[src/rtl/scan_index_gen.sv]
// scan_index_gen: circular channel scanner. It walks the enabled bits of
// chan_en, presents one 3-bit index at a time with a valid/ready handshake,
// and can insert a programmable dwell after each accepted index. Every output
// comes straight from a flop.
module scan_index_gen #(
   parameter int DWELL_W = 4
) (
   input  logic               clk,
   input  logic               rst_n,
   input  logic               start,
   input  logic               stop,
   input  logic [7:0]         chan_en,
   input  logic [DWELL_W-1:0] dwell,
   output logic [2:0]         idx_out,
   output logic               idx_valid,
   input  logic               idx_ready,
   output logic               busy,
   output logic               wrap,
   output logic               empty_err
);

   typedef enum logic [1:0] {
      S_IDLE,
      S_SEEK,
      S_PRESENT,
      S_HOLD
   } state_t;

   state_t             state_q, state_d;
   logic [2:0]         idx_q, idx_d;
   logic [2:0]         last_q, last_d;
   logic [DWELL_W-1:0] cnt_q, cnt_d;
   logic               stop_pend_q, stop_pend_d;
   logic               valid_q, valid_d;
   logic               busy_q, busy_d;
   logic               wrap_q, wrap_d;
   logic               empty_q, empty_d;
   logic [2:0]         sel;

   // First enabled channel found walking upward from 'from', wrapping 7 -> 0.
   // When no bit is set the result is unused (callers check chan_en first).
   function automatic logic [2:0] next_index(input logic [7:0] en,
                                             input logic [2:0] from);
      logic [2:0] cand;
      logic       found;
      next_index = from;
      found      = 1'b0;
      for (int k = 0; k < 8; k++) begin
         cand = from + 3'(k);
         if (!found && en[cand]) begin
            next_index = cand;
            found      = 1'b1;
         end
      end
   endfunction

   assign sel       = next_index(chan_en, last_q + 3'd1);
   assign idx_out   = idx_q;
   assign idx_valid = valid_q;
   assign busy      = busy_q;
   assign wrap      = wrap_q;
   assign empty_err = empty_q;

   // Next-state, datapath and registered-output computation.
   always_comb begin
      state_d     = state_q;
      idx_d       = idx_q;
      last_d      = last_q;
      cnt_d       = cnt_q;
      stop_pend_d = stop_pend_q;
      wrap_d      = 1'b0;
      empty_d     = 1'b0;

      case (state_q)
         S_IDLE: begin
            // start together with stop is treated as no request at all
            if (start && !stop) begin
               if (chan_en != 8'h00) state_d = S_SEEK;
               else                  empty_d = 1'b1;
            end
         end
         S_SEEK: begin
            if (stop) begin
               state_d = S_IDLE;
            end else if (chan_en == 8'h00) begin
               state_d = S_IDLE;
               empty_d = 1'b1;
            end else begin
               idx_d   = sel;
               last_d  = sel;
               wrap_d  = (sel <= last_q);
               state_d = S_PRESENT;
            end
         end
         S_PRESENT: begin
            // A stop here must not strand the presented index, so remember it
            // and act on it once the transfer happens.
            stop_pend_d = stop_pend_q | stop;
            if (idx_ready) begin
               if (stop_pend_q || stop) begin
                  state_d = S_IDLE;
               end else if (dwell != '0) begin
                  cnt_d   = dwell;
                  state_d = S_HOLD;
               end else begin
                  state_d = S_SEEK;
               end
            end
         end
         S_HOLD: begin
            cnt_d = cnt_q - DWELL_W'(1);
            if (stop)                         state_d = S_IDLE;
            else if (cnt_q <= DWELL_W'(1))    state_d = S_SEEK;
         end
         default: state_d = S_IDLE;
      endcase

      // Every return to IDLE restarts the scan from channel 0 next time.
      if (state_d == S_IDLE && state_q != S_IDLE) begin
         stop_pend_d = 1'b0;
         last_d      = 3'd7;
         cnt_d       = '0;
      end

      valid_d = (state_d == S_PRESENT);
      busy_d  = (state_d != S_IDLE);
   end

   // State and output registers with asynchronous reset.
   always_ff @(posedge clk or negedge rst_n) begin
      if (!rst_n) begin
         state_q     <= S_IDLE;
         idx_q       <= 3'd0;
         last_q      <= 3'd7;
         cnt_q       <= '0;
         stop_pend_q <= 1'b0;
         valid_q     <= 1'b0;
         busy_q      <= 1'b0;
         wrap_q      <= 1'b0;
         empty_q     <= 1'b0;
      end else begin
         state_q     <= state_d;
         idx_q       <= idx_d;
         last_q      <= last_d;
         cnt_q       <= cnt_d;
         stop_pend_q <= stop_pend_d;
         valid_q     <= valid_d;
         busy_q      <= busy_d;
         wrap_q      <= wrap_d;
         empty_q     <= empty_d;
      end
   end

endmodule
[config.mk]
export PLATFORM = sky130hd
export DESIGN_NAME = scan_index_gen
export DESIGN_NICKNAME = d
export VERILOG_FILES = /design/src/rtl/scan_index_gen.sv
export SDC_FILE = /design/constraint.sdc
export NUM_CORES = 1
export LEC_CHECK = 0
export CORE_MARGIN = 2
export CORE_UTILIZATION = 50
export CTS_BUF_LIST = sky130_fd_sc_hd__clkbuf_2
export DETAILED_ROUTE_END_ITERATION = 8
export GPL_TIMING_DRIVEN = 0
export PLACE_DENSITY = 0.76
export RECOVER_POWER = 25
export SYNTH_ARGS = -nofsm -noshare
export SYNTH_HDL_FRONTEND = slang
export SYNTH_SLANG_ARGS = --single-unit
[constraint.sdc]
create_clock -name clk -period 6.75 [get_ports clk]
set_clock_uncertainty 0.1 [all_clocks]
set_input_delay 1.35 -clock clk [delete_from_list [all_inputs] [get_ports clk]]
set_output_delay 1.35 -clock clk [all_outputs]
set_load 0.02 [all_outputs]
==> impl_metrics.toml <==
[synth]
ys_seq_elements = 17
synth_edf_count = 0
synthFlopType = "dfrtp_1"
yosys.area.top_type = "dfrtp_1"
ys.warnings.count = 0
synth_top_area_share_pct = 20.2
async_flop_share_pct = 100
ys_seq_area_share_pct = 24.8
synth_nets = 209
netlist_top_cells_area = "dfrtp_1 20%, mux4_1 6.1%, mux4_2 5.2%, ha_1 5.1%, dfstp_2 4.6%"
yosysUniqueCellTypes = 57
syn_inst = 185
syn_area_um2 = 1730
syn_area_per_cell_um2 = 9.35

[routing]
viasPerCell = 6.29
vias = 1624
wl_um = 4260
drc = 0
drtAntennaViolNets = 0
dr.pass1.iters = 4
wl_per_cell_um = 16.5
drtIter0Drc = 101

[global_route]
grt_max_degree = 18
grt_pass1_wl_um = 7380
gr-total-overflow = 0
grt_pass1_vias = 1554
antenna_found_initial = 0
grt_use_total_pct = 23.2

[worst_setup_path]
arrival_ps = 5190
critPathMaxStageDelay_ps = 660
worstSetupEndpointType = "flop"
reg2reg_to = "wrap$_DFF_PN0_"
r2r_setup_slack_ps = 1820
cp-endpoint = "wrap$_DFF_PN0_"
reg2reg_depth = 17
critPathTopFamily = "simple AND/OR/NAND/NOR gates"
cp-start-kind = "primary input"
worst-path-stages = 14
critPathKind = "in2reg"
path_cells = "clkdlybuf4s50_1, mux4_1, nor4_1, o41ai_2, or4_1, o211ai_2, a21oi_2, nor4_2, inv_1, ha_1, a21o_1, a21oi_1, a31oi_1, nor2_1"
timing.rr.start = "last_q[0]$_DFFE_PN1P_"
crit_start = "chan_en[7]"
crit_slowest_cell = "mux4_1"
crit_fanout = 8
crit_buf_inv = 2
cp.required_ps = 6910

[cts]
cts_hold_buf = 0
root_buffer = "clkbuf_2"
cts_resized = 0
cts_buffer_depth = 2
cts-htree-levels = 1
clock-sinks = 17
worstSkewPairLatency_ps = 310
cts_tree = "done"
post_cts_buffers = 0
cts_inserted_buffers = 3
clkTransAtPathRegs_ps = 180

[floorplanning]
die_w_um = 62.8
die_h_um = 62.8
num_io_pins = 24
die_area_um2 = 3950
rows = 21
initial_core_util_pct = 51.9
core_um2 = 3340

[cells_and_area]
fillers = 309
layout_commonest_cell = "clkdlybuf4s50_1"
stdcell_area_um2 = 2040
synthToLayoutAreaGrowth_pct = 17.8
finish.utilization_pct = 61.1
fin_nets = 237
diodes = 0
final_cell_mix = "22 x clkdlybuf4s50_1, 15 x nor2_1, 14 x dfrtp_1, 13 x inv_1, 11 x nor4_1"
layout-drive-gt1-share_pct = 12.7

[placed_design]
post-place-ws_ps = 1410
dpl.hpwl_um = 3430
place_area_um2 = 2020
io_buffers = 23
place.gp.congestion = 0.895

[sta]
maxSlewHeadroom_pct = 47.7
fin_ws_ps = 1720
hold_violations = 0
worstMarginPinSlew_ps = 781
setup_tns_ps = 0
fin_crit_sh_pct = 74.5
grt_setup_unrepaired = "false"
min_period_ps = 5030
setup-violations-final = 0
fmax_mhz = 199
final_max_slew_viol_count = 0

[hold_path]
hold_class = "reg2reg"

[outcome]
status = "finished, final reports clean"

[flow_run]
maxCapViolations = 0
[worst min path at each step]
stage                                       start                 endpoint  slack, ps  depth (start not counted)
after floorplan           stop_pend_q$_DFFE_PN0P_  stop_pend_q$_DFFE_PN0P_        390                          2
after global placement     idx_out[2]$_DFFE_PN0P_   idx_out[2]$_DFFE_PN0P_        370                          2
after detailed placement   idx_out[2]$_DFFE_PN0P_   idx_out[2]$_DFFE_PN0P_        400                          2
after CTS                  idx_out[2]$_DFFE_PN0P_   idx_out[2]$_DFFE_PN0P_        440                          2
after global routing       idx_out[0]$_DFFE_PN0P_   idx_out[0]$_DFFE_PN0P_        450                          1
final                      idx_out[0]$_DFFE_PN0P_   idx_out[0]$_DFFE_PN0P_        430                          1
[cell families after synthesis]
kind of cell / synth area share [%]
mux: 16.1
flops: 24.8
fa+ha+maj: 5.06
buf+inv: 6.80
simple gates: 21.1
compound gates: 20.5
xor+xnor: 5.57
[through the flow]
step / hold slack, ps / instances
final: 435 / 258
after global routing: 449 / 258
after CTS: 436 / 258
after detailed placement: 395 / 254
after global placement: 372 / 254
after floorplan: 388 / 185
[layout make-up]
type	instances	area (um^2)	area share (%)
Multi-Input combinational cell	146	1180	58.1
Sequential cell	17	429	21.1
Timing Repair Buffer	23	230	11.3
Buffer	8	65.1	3.19
Tap cell	46	57.6	2.82
Inverter	14	52.6	2.58
Clock buffer	3	15.0	0.737
Clock inverter	1	5.00	0.246
[cells in the mapped netlist (3+ instances only)]
master and instances:
mux2_2 3, nor3_1 9, o21ai_0 4, nor2_1 15, nor4_1 11, a31oi_1 4
xnor2_1 4, mux4_2 4, a211oi_1 9, a21oi_1 9, inv_1 13, nand2_1 10
buf_6 3, nor2b_1 3, dfrtp_1 14, and2_1 3, mux4_1 4, ha_1 7
mux2i_1 5, dfstp_2 3
[metal layers]
| layer | track usage (%) | part of all wire, % | vias to the layer above |
|---|---|---|---|
| met5 | 0 | 0 | - |
| met4 | 5.83 | 1.1 | 0 |
| met1 | 27.5 | 41 | 793 |
| met3 | 2.52 | 2.9 | 7 |
| met2 | 44.2 | 55 | 44 |
| li1 | - | - | 780 |
[flip-flops by register name, indices dropped and copies added, names as in the netlist]
| name | cells |
|---|---|
| stop_pend_q | 1 |
| cnt_q | 4 |
| idx_out | 3 |
| empty_err | 1 |
| wrap | 1 |
| busy | 1 |
| state_q | 2 |
| idx_valid | 1 |
| last_q | 3 |
Power is not shown: default switching activity piles up to over one toggle a cycle in this logic, so the estimate is an artifact.
